==> config.mk <==
export PLATFORM = sky130hd
export DESIGN_NAME = outer_loop_ctrl
export DESIGN_NICKNAME = d
export VERILOG_FILES = /design/src/rtl/outer_loop_ctrl.sv
export SDC_FILE = /design/constraint.sdc
export NUM_CORES = 1
export LEC_CHECK = 0
export CAP_MARGIN = 25
export CELL_PAD_IN_SITES_DETAIL_PLACEMENT = 0
export CELL_PAD_IN_SITES_GLOBAL_PLACEMENT = 1
export CORE_ASPECT_RATIO = 0.8
export CORE_UTILIZATION = 34
export CTS_CLUSTER_DIAMETER = 100
export DETAILED_ROUTE_END_ITERATION = 10
export GPL_TIMING_DRIVEN = 0
export PLACE_DENSITY_LB_ADDON = 0.1
export SLEW_MARGIN = 20
export SYNTH_ARGS = -nofsm -noshare
export SYNTH_HDL_FRONTEND = slang
export SYNTH_SLANG_ARGS = --single-unit
export TNS_END_PERCENT = 20
==> constraint.sdc <==
create_clock -name clk -period 3.4 [get_ports clk]
set_clock_uncertainty 0.1 [all_clocks]
set_input_delay 0.68 -clock clk [delete_from_list [all_inputs] [get_ports clk]]
set_output_delay 0.68 -clock clk [all_outputs]
set_load 0.05 [all_outputs]
==> src/rtl/outer_loop_ctrl.sv <==
// outer_loop_ctrl
//   Outer-loop sequencer for the radix-78 inner-loop multiplier. It walks the
//   B operand one digit per iteration: it reads the digit from the B RAM,
//   registers it onto il_bi, fires il_en, waits for the inner loop's
//   completion level, then pulses the accumulator with the digit index.
//
// Ports
//   clk, rst_n          clock, async active-low reset
//   start, abort        operation control from the modexp/montgomery controller
//   busy                high in every state except IDLE
//   done/aborted/err    mutually exclusive one-cycle completion pulses
//   b_rd, b_addr        B RAM read strobe / address (digit index)
//   b_rdata             B RAM data, valid the cycle after b_rd
//   il_en, il_bi        inner-loop start pulse / registered digit
//   il_en_out           inner-loop completion level
//   acc_valid, acc_idx, acc_last   accumulator strobe, digit index, last flag
module outer_loop_ctrl #(
  parameter int radix   = 78,
  parameter int digits  = 40,
  parameter int addr_w  = 6,
  parameter int timeout = 15
) (
  input  logic              clk,
  input  logic              rst_n,
  input  logic              start,
  input  logic              abort,
  output logic              busy,
  output logic              done,
  output logic              aborted,
  output logic              err,
  output logic              b_rd,
  output logic [addr_w-1:0] b_addr,
  input  logic [radix-1:0]  b_rdata,
  output logic              il_en,
  output logic [radix-1:0]  il_bi,
  input  logic              il_en_out,
  output logic              acc_valid,
  output logic [addr_w-1:0] acc_idx,
  output logic              acc_last
);

  localparam int WC_W = $clog2(timeout + 1);
  localparam logic [addr_w-1:0] LAST_IDX = addr_w'(digits - 1);
  localparam logic [WC_W-1:0]   WC_LAST  = WC_W'(timeout - 1);

  typedef enum logic [2:0] {
    S_IDLE, S_FETCH, S_LOAD, S_ISSUE, S_SKIP, S_WAIT, S_ACC, S_DONE
  } state_t;

  state_t            state, state_n;
  logic [addr_w-1:0] idx, idx_n;
  logic [WC_W-1:0]   wcnt, wcnt_n;
  logic              abort_flag, abort_flag_n;
  logic              aborted_n, err_n;

  always_ff @(posedge clk or negedge rst_n) begin
    if (!rst_n) begin
      state      <= S_IDLE;
      idx        <= '0;
      wcnt       <= '0;
      abort_flag <= 1'b0;
      aborted    <= 1'b0;
      err        <= 1'b0;
      il_bi      <= '0;
    end else begin
      state      <= state_n;
      idx        <= idx_n;
      wcnt       <= wcnt_n;
      abort_flag <= abort_flag_n;
      aborted    <= aborted_n;
      err        <= err_n;
      // Digit only moves at LOAD->ISSUE; the multipliers need it held to WAIT exit.
      if (state == S_LOAD) il_bi <= b_rdata;
    end
  end

  always_comb begin
    state_n      = state;
    idx_n        = idx;
    wcnt_n       = wcnt;
    abort_flag_n = abort_flag;
    aborted_n    = 1'b0;
    err_n        = 1'b0;
    unique case (state)
      S_IDLE: begin
        // abort wins over a simultaneous start; nothing is pulsed
        if (start && !abort) begin
          state_n = S_FETCH;
          idx_n   = '0;
        end
      end
      S_FETCH, S_LOAD: begin
        if (abort) begin
          state_n   = S_IDLE;
          aborted_n = 1'b1;
        end else begin
          state_n = (state == S_FETCH) ? S_LOAD : S_ISSUE;
        end
      end
      S_ISSUE: begin
        if (abort) abort_flag_n = 1'b1;
        state_n = S_SKIP;
      end
      S_SKIP: begin
        // il_en_out here is still the previous digit's level; never sample it
        if (abort) abort_flag_n = 1'b1;
        wcnt_n  = '0;
        state_n = S_WAIT;
      end
      S_WAIT: begin
        wcnt_n = wcnt + WC_W'(1);
        if (abort) abort_flag_n = 1'b1;
        if (il_en_out) begin
          if (abort_flag || abort) begin
            state_n   = S_IDLE;
            aborted_n = 1'b1;
          end else begin
            state_n = S_ACC;
          end
        end else if (wcnt == WC_LAST) begin
          // timeout takes precedence over a pending abort
          state_n = S_IDLE;
          err_n   = 1'b1;
        end
      end
      S_ACC: begin
        if (abort) begin
          state_n   = S_IDLE;
          aborted_n = 1'b1;
        end else if (idx == LAST_IDX) begin
          state_n = S_DONE;
        end else begin
          idx_n   = idx + addr_w'(1);
          state_n = S_FETCH;
        end
      end
      S_DONE: state_n = S_IDLE;
      default: state_n = S_IDLE;
    endcase
    if (state_n == S_IDLE) abort_flag_n = 1'b0;
  end

  assign busy      = (state != S_IDLE);
  assign b_rd      = (state == S_FETCH);
  assign b_addr    = busy ? idx : '0;
  assign acc_idx   = busy ? idx : '0;
  assign il_en     = (state == S_ISSUE);
  assign acc_valid = (state == S_ACC);
  assign acc_last  = acc_valid && (idx == LAST_IDX);
  assign done      = (state == S_DONE);

endmodule

# [Word level (Yosys, flattened, before mapping)]
# Index checks and enable logic that the tools add are counted.
[classes] n_reduce_logical=16 n_eq_ne=12 muxes=25 n_addsub=2
[op_table] op="two-way mux 6 bit" n=4
[op_table] op="one-hot mux 3 bit (7 select lines)" n=1
[op_table] op="two-way mux 3 bit" n=6
[op_table] op="== test 3 bit (second input constant)" n=4
[op_table] op="one-hot mux 6 bit (2 select lines)" n=1
[op_table] op="two-way mux 1 bit" n=10
[op_table] op="one-hot mux 4 bit (2 select lines)" n=1
[op_table] op="nonzero test 2 bit" n=4
[op_table] op="adder 6 x 1 -> 6 bit (second input constant)" n=1
[op_table] op="== test 3 x 2 -> 1 bit (second input constant)" n=2
[op_table] op="== test 6 bit (second input constant)" n=1
[op_table] op="zero test 3 bit" n=2
[op_table] op="inequality test 2 bit (second input constant)" n=3
[op_table] op="OR reduction 3 bit" n=2
[op_table] op="adder 4 x 1 -> 4 bit (second input constant)" n=1
[op_table] op="== test 4 bit (second input constant)" n=1
[op_table] op="AND reduction 4 bit" n=1
[op_table] op="== test 3 x 1 -> 1 bit (second input constant)" n=1
[op_table] op="nonzero test 3 bit" n=1
[op_table] op="logical AND 1 bit" n=2
[op_table] op="two-way mux 2 bit" n=1
[op_table] op="one-hot mux 1 bit (2 select lines)" n=1
[op_table] op="AND reduction 2 bit" n=1
[op_table] op="OR reduction 2 bit" n=1
[op_table] op="2 further kinds" n=2
[word_totals] reg_bits=94 out_inout_bits=98

# [Logic depth before layout (Yosys ltp)]
# Gate-level depths: netlist of the first run.
[logic_depth] depth_word=7 ltp_mapped=7

# [Least setup slack after synthesis of the first run]
# Ideal clock, no wire load.
[synth_path] path_kind="reg2out" start="reg idx[0]" end="out acc_last" path_stages_with_launch=5 setup_slack_ps=996 arrival_ps=1624 path_buffers=0 cell_sequence="dfrtp_1 -> ha_1 -> nand4b_1 -> or2_2 -> nor2_1"
[synth_between] elab_chain_cells=2
[synth_rtl] element="start, declared" line_no="51" source="logic [addr_w-1:0] idx, idx_n;"
[synth_rtl] element="start signal, assigned" line_no="67" source="idx <= idx_n;"
[synth_rtl] element="== test 6 bit" line_no="149" source="assign acc_last = acc_valid && (idx == LAST_IDX);"
[synth_rtl] element="logical AND 1 bit" line_no="149"
[synth_rtl] element="end, declared" line_no="39" source="output logic acc_last"
# Every way passes these cells.

# [Worst setup path after layout of the first run]
[layout_path] start="reg state[0]" end="out b_addr[0]"
[layout_between] elab_chain_cells=2
[layout_rtl] element="start, declared" line_no="50" source="state_t state, state_n;"
[layout_rtl] element="start signal, assigned" line_no="66" source="state <= state_n;"
[layout_rtl] element="nonzero test 3 bit" line_no="143" source="assign busy = (state != S_IDLE);"
[layout_rtl] element="two-way mux 6 bit" line_no="145" source="assign b_addr = busy ? idx : '0;"
[layout_rtl] element="end, declared" line_no="32" source="output logic [addr_w-1:0] b_addr,"
# Every way passes these cells.

==> metrics.cfg, run 1 <==
[logic_synthesis]
yosysWarnings=0
syn_inst=284
synth_top_family_by_area=multiplexers
synthTopCellsByArea=dfrtp_1, mux2_2, buf_4
synth_fp_nets=370
synth_fa_ha_area_share_pct=0.953
syn_avg_cell_area_um2=13.9
synth_mux_area_share_pct=23.8
ys_types=40
synth_compound_area_share_pct=4.03
syn-cell-area_um2=3940
ys_seq_elements=94
synth_top_cell_area_share_pct=59.7
synth_area_leader_cell=dfrtp_1
synth_ff_type=dfrtp_1
synth_edf_count=0
ys_seq_area_share_pct=59.7
synthSimpleGateAreaFrac_pct=7.53
synth-xor-area-share_pct=0.222
synth_commonest_cells=dfrtp_1, mux2_2, nand2_1, buf_2, nor2_1
yosysMostFrequentCell=dfrtp_1
synth_async_sr_flop_share_pct=100

[sta]
finalHoldViolations=0
fmax_mhz=311
finalSetupViolCount=0
setup_ws_ns=0.184
slew_headroom_pct=61.8
period_share_pct=94.6
worst_slew_pin_slew_ns=0.569
slew_violations=0
period_minus_slack_ns=3.22
rsz0062_at_grt=no

[clock_tree]
cts.reportedPaths.clkPinSlew_ns=0.07
clk_path_buf_depth=2
cts-resized-gates=1
cts_buffers=9
clock_sinks=94
clk-insertion-delay-late_ns=0.33
cts_tree=built
htreeDepth=3
cts_hold_buf=0
post-cts-setup-buffers=0
root_buffer=clkbuf_16

[critical_path]
timing.rr.start=state[0]
endpoint=b_addr[0]
r2r-end=il_bi[2]
critPathRequiredTime_ns=2.62
ff2ff_setup_slack_ns=1.48
critPathArrivalTime_ns=2.44
startpoint_type=flip-flop
crit_fanout=10
cp-startpoint=state[0]
end_kind=output pin
worstSetupPathType=flip-flop to output pin
reg2regPathDepth=7

[routing]
viasPerCell=4.67
num_vias=2913
drtIter0Drc=86
wl_um=9380
wire_per_inst_um=15.0
drc_errors=0
drtPass1Iterations=5
detail-route-antenna-nets=0

[place]
dp_slack_ns=0.207
portBuffers=179
finalWeightedCongestion=0.771
hpwl_um=7040

[pwr]
ir_drop_mv=0.550
p_per_area_nw_per_um2=1110
power_leakage_nw=2.65

[grt]
antenna_found_initial=0
grt_busiest_layer=met2
use_met1_pct=20.1
grt_pass1_wl_um=14800
globalRouteTotalUtil_pct=16.1
grt_pass1_vias=2930
grt_util_met2_pct=24.7
grtUsageMet3_pct=7.36
overflow=0
grt_max_degree=65

[floorplan]
ioPinCount=181
std_cell_rows=34
die_area_um2=12000
dieHeight_um=98.3
initial_core_util_pct=35.6
coreArea_um2=11100
chipWidth_um=122

[run_status]
status=completed

[final_layout]
fillers=920
num_antenna_cells=0
final_core_util_pct=56.5
nNetsFinal=561
post_route_cells_drive_above_1_share_pct=24.0
area_growth_syn_to_layout_pct=58.7

[job]
drv_cap=0

[hold_path]
hold_path_class=input pin to asynchronous set/reset pin

## metrics by stage
stage	hold slack [ns]	power (mW)	area, µm²	cells	setup TNS, ns
CTS	0.109	7.03	6250	624	0
floorplan	0.284	4.59	3940	284	0
global placement	0.366	5.92	5910	607	-195.60
detailed placement	0.382	5.97	5940	608	0
finish	0.110	6.94	6250	624	0
global route	0.115	7.29	6250	624	0
## worst max-delay path, stage by stage (launching register included)
cell,delay [ns]
dfrtp_1,0.37
buf_4,0.17
nor3_2,0.48
and2b_1,0.27
buf_4,0.13
clkdlybuf4s50_1,0.69
## power breakdown
part	internal, mW	total [mW]	switching, mW
Clock	0.610	1.02	0.412
Combinational	1.52	4.01	2.50
Sequential	1.64	1.90	0.263
## kinds of logic after synthesis
kind of cell             Yosys count
flip-flops                        94
multiplexers                      84
AND/OR/NAND/NOR                   55
buffers and inverters             24
AO/OA/AOI/OAI                     23
adder cells (fa/ha/maj)            3
XOR/XNOR                           1
## routing by layer
metal  vias to the layer above  routed length (µm)
met5                         -                   0
met4                         0                 112
met3                         9                1070
met2                       138                4190
met1                      1388                4010
li1                       1378                   -
## layout by cell type, fill, tap and decap left out, types with 4 or more instances in the layout
master,instances
buf_2,9
clkbuf_16,9
nor2b_1,6
a21oi_1,6
buf_4,8
inv_1,4
o21ai_0,4
clkdlybuf4s50_1,178
dfrtp_1,94
nand2_1,13
mux2_2,76
mux2i_1,5
nand2b_1,6
nor2_1,9
## worst min-delay path by stage
stage | endpoint | from | cells after the start | slack, ns
finish | idx[5] | rst_n | 1 | 0.11
global route | idx[5] | rst_n | 1 | 0.12
CTS | idx[5] | rst_n | 1 | 0.11
detailed placement | il_bi[7] | il_bi[7] | 1 | 0.38
global placement | il_bi[71] | il_bi[71] | 1 | 0.37
floorplan | abort_flag | rst_n | 0 | 0.28
## state kept, by name, indices dropped and copies added, names as in the netlist
register / flops
abort_flag: 1
aborted: 1
err: 1
idx: 6
il_bi: 78
state: 3
wcnt: 4
## layout make-up
cell class	count	area, µm²	share of cell area (%)
clock buffer	11	253	4.04
clock inverter	5	56.3	0.900
timing repair buffer	180	1820	29.1
tap	144	180	2.88
sequential	94	2350	37.6
inverter	4	15.0	0.240
buffer	20	131	2.10
multi-input combinational	166	1450	23.1
Power figures use the tool's default switching activity.
==> inputs of run 2 (changes only) <==
- SETUP_SLACK_MARGIN: not set -> 0.02
==> results of run 2 <==
Same layout as run 1: the final DEF is identical, and so are final timing and power.
==> inputs of run 3 (changes only) <==
- TNS_END_PERCENT: 20 -> 50
==> results of run 3 <==
Same layout as run 1: the final DEF is identical, and so are final timing and power.
